### config.mk
export PLATFORM = sky130hd
export DESIGN_NAME = stream_mux_rr
export DESIGN_NICKNAME = d
export VERILOG_FILES = /design/src/rtl/stream_mux_rr.sv
export SDC_FILE = /design/constraint.sdc
export NUM_CORES = 1
export LEC_CHECK = 0
export ABC_AREA = 0
export BUFFER_PORTS_ARGS = -buffer_cell sky130_fd_sc_hd__buf_2
export CAP_MARGIN = 40
export CORE_MARGIN = 2
export CORE_UTILIZATION = 44
export CTS_CLUSTER_SIZE = 14
export DETAILED_ROUTE_END_ITERATION = 8
export PLACE_DENSITY = 0.73
export SETUP_SLACK_MARGIN = 0.05
export SYNTH_ARGS = -nofsm -noshare
export SYNTH_HDL_FRONTEND = slang
export SYNTH_SLANG_ARGS = --single-unit
### constraint.sdc
create_clock -name clk -period 2.2 [get_ports clk]
set_clock_uncertainty 0.15 [all_clocks]
set_input_delay 0.22 -clock clk [delete_from_list [all_inputs] [get_ports clk]]
set_output_delay 0.22 -clock clk [all_outputs]
set_load 0.05 [all_outputs]
### src/rtl/stream_mux_rr.sv
// stream_mux_rr: N-input valid/ready stream selector, fixed-select or round-robin, registered output.
module stream_mux_rr #(
  parameter int WIDTH = 2,
  parameter int NUM_IN = 4,
  localparam int SEL_W = $clog2(NUM_IN)
) (
  input  logic                      clk,
  input  logic                      rst,
  input  logic                      mode,
  input  logic [SEL_W-1:0]          sel,
  input  logic [NUM_IN*WIDTH-1:0]   in_data,
  input  logic [NUM_IN-1:0]         in_valid,
  output logic [NUM_IN-1:0]         in_ready,
  output logic [WIDTH-1:0]          out_data,
  output logic                      out_valid,
  input  logic                      out_ready,
  output logic [SEL_W-1:0]          out_src
);
  localparam int VW = 2**SEL_W;
  logic [WIDTH-1:0] out_data_q, out_data_d;
  logic             out_valid_q, out_valid_d;
  logic [SEL_W-1:0] out_src_q, out_src_d, ptr_q, ptr_d, rr_g, cand, g;
  logic [VW-1:0]    valid_pad;
  logic             load, rr_hit, grant;
  // Zero-padded valid lets an out-of-range sel read as "not valid".
  always_comb begin
    valid_pad = VW'(in_valid);
    load = !out_valid_q || out_ready;
    rr_g = ptr_q;
    rr_hit = 1'b0;
    cand = '0;
    for (int k = NUM_IN-1; k >= 0; k--) begin
      cand = SEL_W'((int'(ptr_q) + k) % NUM_IN);
      if (valid_pad[cand]) begin
        rr_g = cand;
        rr_hit = 1'b1;
      end
    end
    g = mode ? rr_g : sel;
    grant = !rst && load && (mode ? rr_hit : valid_pad[sel]);
    in_ready = grant ? NUM_IN'(1) << g : '0;
    out_valid_d = grant || (out_valid_q && !out_ready);
    out_data_d = grant ? in_data[32'(g)*WIDTH +: WIDTH] : out_data_q;
    out_src_d = grant ? g : out_src_q;
    ptr_d = (grant && mode) ? ((int'(g) == NUM_IN-1) ? '0 : g + 1'b1) : ptr_q;
  end
  always_ff @(posedge clk) begin
    if (rst) begin
      out_valid_q <= 1'b0;
      out_data_q <= '0;
      out_src_q <= '0;
      ptr_q <= '0;
    end else begin
      out_valid_q <= out_valid_d;
      out_data_q <= out_data_d;
      out_src_q <= out_src_d;
      ptr_q <= ptr_d;
    end
  end
  assign out_data = out_data_q;
  assign out_valid = out_valid_q;
  assign out_src = out_src_q;
endmodule

# Yosys cells after proc, flatten, opt, wreduce, memory -nomap -nowiden
# Cells that the tools add are included.
# totals
regBits,7
in_bits,18
output_inout_bits,9
wordCells,47
# classes
addsub,4
order_cmp,5
eq_ne,1
n_shift,2
mux,22
reduce_logical,9
# op_table
op,n
"2-bit by 3-bit less-than comparator with 1-bit output, second input constant",5
2-bit 2-to-1 mux,6
1-bit binary-select mux with 2-bit select,5
1-bit 2-to-1 mux,10
8-bit by 4-bit indexed part select with 2-bit output,1
"2-bit by 1-bit adder with 2-bit output, second input constant",2
"2-bit adder, second input constant",2
1-bit logical AND,4
4-bit 2-to-1 mux,1
"1-bit by 2-bit left shift with 4-bit output, first input constant",1
1-bit zero test,3
"2-bit by 1-bit == test with 1-bit output, second input constant",1
1-bit logical OR,2

# Longest topological paths before layout
# Gate-level depths: netlist of run 1.
# logic_depth
depth_word,10
mapped_depth,7
depth_no_buf,6

# Least setup slack after synthesis of run 1
# Ideal clock, no wire load.
# synth_path
path_kind,register to output
start,register ptr_q[0]
end,output port in_ready[2]
arrival_ns,2.571
t_required_ns,1.830
setup_slack_ns,-0.741
stages_incl_launch_ff,6
n_path_buf,1
path_cell_list,dfxtp_1 > nand2b_1 > a21o_1 > a41o_1 > buf_6 > nor4_1
# synth_via
elab_chain_len,10
elab_cells_between_ends,24
classes_between,add/sub: 3; shift: 1; mux: 19; reduce/logical: 1
# synth_lines
item,line_no,rtl
"start, declared",22,"logic [SEL_W-1:0] out_src_q, out_src_d, ptr_q, ptr_d, rr_g, cand, g;"
"start signal, assigned",57,ptr_q <= ptr_d;
2-bit adder,33,cand = SEL_W'((int'(ptr_q) + k) % NUM_IN);
1-bit binary-select mux with 2-bit select,34,if (valid_pad[cand]) begin
1-bit 2-to-1 mux (implied by the code),34,
2-bit 2-to-1 mux / 1-bit 2-to-1 mux (equally long branches) (4 in series),34,
2-bit 2-to-1 mux / 1-bit 2-to-1 mux (equally long branches),"39, 40",
1-bit by 2-bit left shift with 4-bit output / 1-bit logical AND (equally long branches),"41, 40",
4-bit 2-to-1 mux (*),41,in_ready = grant ? NUM_IN'(1) << g : '0;
"end, declared",13,"output logic [NUM_IN-1:0] in_ready,"
# Mark *: on every way between the ends. The rest lies on a longest branch, timed or not. The select of a mux whose other input is x is not followed.

# Worst setup path after layout of run 1
# layout_path
start,register ptr_q[1]
end,output port in_ready[3]
# The elaborated chain is that of the path after synthesis.

==> results.toml, run 1 <==
[timing]
holdWs_ns = 0.0641
post-route-min-period_ns = 2.11
slew_headroom = 0.721
finalSetupViolCount = 0
rsz0062_at_grt = "yes"
worst_slew_pin_slew_ns = 0.413
post-route-period-util = 0.960
slew_violations = 0
fmax_mhz = 474
finalHoldViolCount = 0

[placed_design]
place.gp.congestion = 0.716
dpl_cell_area_sq_um = 751
hpwl_um = 1040
port_buffers = 26
placedCellCount = 105

[pwr]
p_sw_uw = 188
cellLeakagePower_uw = 0.000410
peakVddDrop_v = 0.000437
intPower_uw = 294
comb_power_share = 0.441
power_frac_seq = 0.307
power.clock.fraction = 0.252
power_uw = 482
p_sw_frac = 0.390
power_density_nw_per_um2 = 528

[final_layout]
fill_cells = 109
final_cells = 115
final_nets = 120
seq_area_sq_um = 148
syn_to_final_growth_pct = 53.5
fin_area_sq_um = 912
multiInputGateArea_sq_um = 523
drive_gt1_frac = 0.540
n_antenna_cell = 0

[synthesis]
yosys_warnings = 0
ys_types = 36
synth_area_sq_um = 594
ys_seq_area_frac = 0.236
synth_cells = 65
ys_ff_latch = 7
synth_ff_type = "dfxtp_1"
synth_edf_count = 0
async_reset_ff_frac = 0
synth.avg_cell_area_sq_um = 9.14
syn-num-nets = 84

[setup_path]
max_stage_delay_ns = 0.41
crit_fanout = 6
crit_slowest_cell = "a221oi_4"
critPathRequiredTime_ns = 1.83
path_cells = "buf_4 -> a221oi_4 -> nor2_4 -> ha_2 -> inv_1 -> nor2_2 -> buf_6"
critPathCaptureType = "output port"
cp.arrival_ns = 1.74
r2r_setup_slack_ns = 0.34
crit_path_start_kind = "flip-flop"
critPathKind = "flip-flop to output port"

[die]
die_width_um = 40.8
dieArea_sq_um = 1660
pin_count = 27
fp.dieH_um = 40.8
rows = 13
initial_core_util = 0.463
core_sq_um = 1280

[clocking]
clock_tree.root_cell = "clkbuf_4"
cts_buffer_depth = 2
cts_tree = "done"
cts-buffers-inserted = 3
cts_hold_buf = 0
clock_latency_ns = 0.26
clock-sinks = 7
htreeDepth = 1
path_clk_slew_ns = 0.06

[route]
vias = 656
wl_per_cell_um = 14.7
drt-pass1-iter-count = 4
ant_nets = 0
drtIter0Drc = 11
routed_wirelength_um = 1690
viasPerCell = 5.70
drc = 0

[status]
run_status = "completed"

[grt]
overflow = 0
antenna_found_initial = 0
grt.total_usage = 0.204
grt_pass1_wl_um = 2200
grt_pass1_vias = 523
grt_max_degree = 10

[flow_run]
drv_cap = 0

[hold_path]
min_path_type = "input pin to flip-flop"
critical path, delay by kind of cell, from the launching register on:
kind | cells | cell delay, ns
buffers and inverters | 3 | 0.37
adders and majority gates | 1 | 0.18
AOI/OAI and AO/OA | 1 | 0.41
DFF | 1 | 0.37
and+or+nand+nor | 2 | 0.15
stage by stage:
step	setup slack, ns	setup TNS (ns)	utilization
floorplan	-0.170	-0.170	-
global placement	0.160	0	0.584
detailed placement	0.135	0	0.584
CTS	0.0110	0	0.639
global route	-0.00000233	-0.00000233	0.710
finish	0.0884	0	0.710
registers in the layout, summed over array words and instances (netlist names):
register and cells:
out_data 2, out_src 2, ptr_q 2, out_valid 1
cells in the mapped netlist (2+ instances only):
cell type | instances | share of area
a211oi_1 | 3 | 0.038
a21boi_0 | 2 | 0.025
a21o_1 | 2 | 0.025
and3_1 | 2 | 0.021
dfxtp_1 | 7 | 0.24
mux2i_1 | 3 | 0.051
nand2b_1 | 5 | 0.053
nand3_1 | 2 | 0.017
nand3b_1 | 2 | 0.025
nor2_1 | 6 | 0.038
nor2_2 | 2 | 0.021
nor2b_1 | 3 | 0.032
o21ai_0 | 2 | 0.017
o31ai_1 | 2 | 0.025
layout by cell type (no fill, tap or decap), drive strengths merged, types with 2 or more instances in the layout:
master	netlist	final
buf	2	31
nor2	8	8
dfxtp	7	7
nand2b	5	5
clkbuf	0	5
nor2b	4	4
mux2i	3	3
a211oi	3	3
o21ai	3	3
and3	3	3
a21o	2	2
nand3	2	2
a21boi	2	2
nand3b	2	2
o31ai	2	2
a41o	1	2
nor3b	2	2
area by class of cell:
| type | instances | area share |
|---|---|---|
| Multi-Input combinational cell | 56 | 0.573 |
| Inverter | 1 | 0.00412 |
| Clock buffer | 4 | 0.0288 |
| Sequential cell | 7 | 0.162 |
| Timing Repair Buffer | 32 | 0.211 |
| Tap cell | 15 | 0.0206 |
metal layers:
layer	track usage	up-vias	wire [um]
met4	0.0750	0	12
met3	0.0652	2	60
met2	0.317	17	839
met1	0.261	311	780
li1	-	326	-
met5	0	-	0
final timing paths:
path | cells past startpoint | end | from
worst max-delay path | 7 | in_ready[3] | ptr_q[1]
worst min-delay path | 2 | ptr_q[0] | rst
worst max register to register | 6 | out_data[0] | ptr_q[1]
worst min register to register | 2 | out_data[0] | out_data[0]
cell families after synthesis:
group / share of synthesized area
simple gates: 0.309
flops: 0.236
buf+inv: 0.0379
mux: 0.0947
fa+ha+maj: 0.0210
compound gates: 0.301
power by group through the flow:
| stage | Combinational [uW] | Sequential (uW) | Clock (uW) |
|---|---|---|---|
| 2_1_floorplan | 97.5 | 180 | 0 |
| 3_3_place_gp | 171 | 149 | 0 |
| 3_5_place_dp | 173 | 150 | 0 |
| 4_1_cts | 185 | 148 | 122 |
| 5_1_grt | 225 | 150 | 136 |
| 6_report | 212 | 148 | 121 |
what timing repair did:
item | in CTS | in global routing
pin swaps | 1 | 5
setup endpoints to repair | 4 | 4
cloned | 0 | 1
resized for setup | 9 | 11
setup buffers | 0 | 6
Power figures use the tool's default switching activity.
==> run 2, diff against run 1 <==
Settings changed: CORE_MARGIN 2 to unset, REMOVE_ABC_BUFFERS set to 1.
==> results.toml, run 2 (synthesis results as in run 1) <==
[clocking]
clock_latency_ns = 0.27
cts_hold_buf = 0
cts_tree = "done"
clock-sinks = 7
cts_buffer_depth = 2
htreeDepth = 1
cts-buffers-inserted = 3
path_clk_slew_ns = 0.05
clock_tree.root_cell = "clkbuf_4"

[setup_path]
cp-startpoint = "ptr_q[1]"
r2r_end = "out_data[1]"
max_stage_delay_ns = 0.45
timing.rr.start = "ptr_q[1]"
path_cells = "nand2_2 -> a2111oi_4 -> nor2_4 -> nor3b_1 -> buf_4"
crit_fanout = 6
r2r_setup_slack_ns = 0.29
crit_path_start_kind = "flip-flop"
critPathCaptureType = "output port"
worstRegToRegCells = 6
critPathKind = "flip-flop to output port"
crit_slowest_cell = "a2111oi_4"
critPathRequiredTime_ns = 1.83
cp.arrival_ns = 1.74
crit_end = "in_ready[1]"

[timing]
slew_violations = 0
worst_slew_pin_slew_ns = 0.447
finalSetupViolCount = 0
rsz0062_at_grt = "yes"
slew_headroom = 0.698
holdWs_ns = 0.0506
worst_slack_ns = 0.0892
finalHoldViolCount = 0
post-route-period-util = 0.959
post-route-min-period_ns = 2.11
fmax_mhz = 474

[final_layout]
utilization = 0.732
fin_area_sq_um = 868
fill_cells = 95
syn_to_final_growth_pct = 46.1
final_nets = 118
n_antenna_cell = 0
drive_gt1_frac = 0.480
layout.cells.most_common = "buf_2"
seq_area_sq_um = 148
multiInputGateArea_sq_um = 488
final_cell_mix = "buf_2 (22), nor2_1 (6), buf_4 (6), dfxtp_1 (5)"

[route]
wl_per_cell_um = 14.6
drtIter0Drc = 3
routed_wirelength_um = 1630
drc = 0
drt-pass1-iter-count = 4
viasPerCell = 5.68
vias = 636
ant_nets = 0

[pwr]
power_density_nw_per_um2 = 549
cellLeakagePower_uw = 0.000385
p_sw_frac = 0.394
comb_power_share = 0.423
power_frac_seq = 0.309
peakVddDrop_v = 0.000311
power.clock.fraction = 0.267
p_sw_uw = 188
intPower_uw = 289

[grt]
grt_max_degree = 10
grt_pass1_wl_um = 2610
grt_pass1_vias = 554
grt.total_usage = 0.265
antenna_found_initial = 0
overflow = 0

[die]
fp.dieH_um = 38.8
core_sq_um = 1190
die_width_um = 38.8
dieArea_sq_um = 1500
pin_count = 27
rows = 12
initial_core_util = 0.501

[hold_path]
min_path_type = "input pin to flip-flop"

[status]
run_status = "completed"

[flow_run]
drv_cap = 0

[placed_design]
dpl_cell_area_sq_um = 731
port_buffers = 26
hpwl_um = 1100
dpl_worst_slack_ns = 0.101
place.gp.congestion = 0.829
## run 2: how the worst min path moves through the flow
| stage | startpoint | endpoint | depth (start not counted) |
|---|---|---|---|
| 2_1_floorplan | rst | out_valid | 1 |
| 3_3_place_gp | out_data[0] | out_data[0] | 2 |
| 3_5_place_dp | rst | out_src[0] | 2 |
| 4_1_cts | rst | ptr_q[1] | 2 |
| 5_1_grt | rst | ptr_q[0] | 2 |
| 6_report | rst | ptr_q[0] | 2 |
## run 2: through the flow
step / setup TNS, ns / instances / total power [uW]
2_1_floorplan: -1.32 / 63 / 266
3_5_place_dp: 0 / 104 / 318
4_1_cts: 0 / 109 / 460
3_3_place_gp: 0 / 104 / 316
5_1_grt: 0 / 112 / 504
6_report: 0 / 112 / 477
## run 2: area by class of cell
class,count,share of cell area
inverters,1,0.00432
clock buffers,4,0.0303
multi-input cells,55,0.562
repair buffers,31,0.213
well taps,14,0.0202
flip-flops and latches,7,0.170
## run 2: layer usage
layer / share of wire / wire length, um / up-vias / track usage
met5: 0 / 0 / - / 0
met4: 0.013 / 22 / 0 / 0.0776
met3: 0.048 / 78 / 3 / 0.104
met2: 0.50 / 819 / 20 / 0.417
met1: 0.44 / 710 / 292 / 0.330
li1: - / - / 321 / -
## run 2: power groups by stage
stage	Sequential [uW]	Clock, uW	Combinational, uW
2_1_floorplan	180	0	86.8
3_3_place_gp	149	0	167
3_5_place_dp	150	0	168
4_1_cts	148	130	181
5_1_grt	148	139	217
6_report	147	127	202
## run 2: what timing repair did
item / 4_1_cts / 5_1_grt
resized for setup: 9 / 10
setup buffers: 1 / 3
setup endpoints to repair: 4 / 4
pin swaps: 1 / 4
## run 2: critical path: cells and delay by family (launching register included)
kind,cells,cell delay [ns]
AOI/OAI and AO/OA,1,0.45
DFF,1,0.38
buffers and inverters,1,0.24
and+or+nand+nor,3,0.39
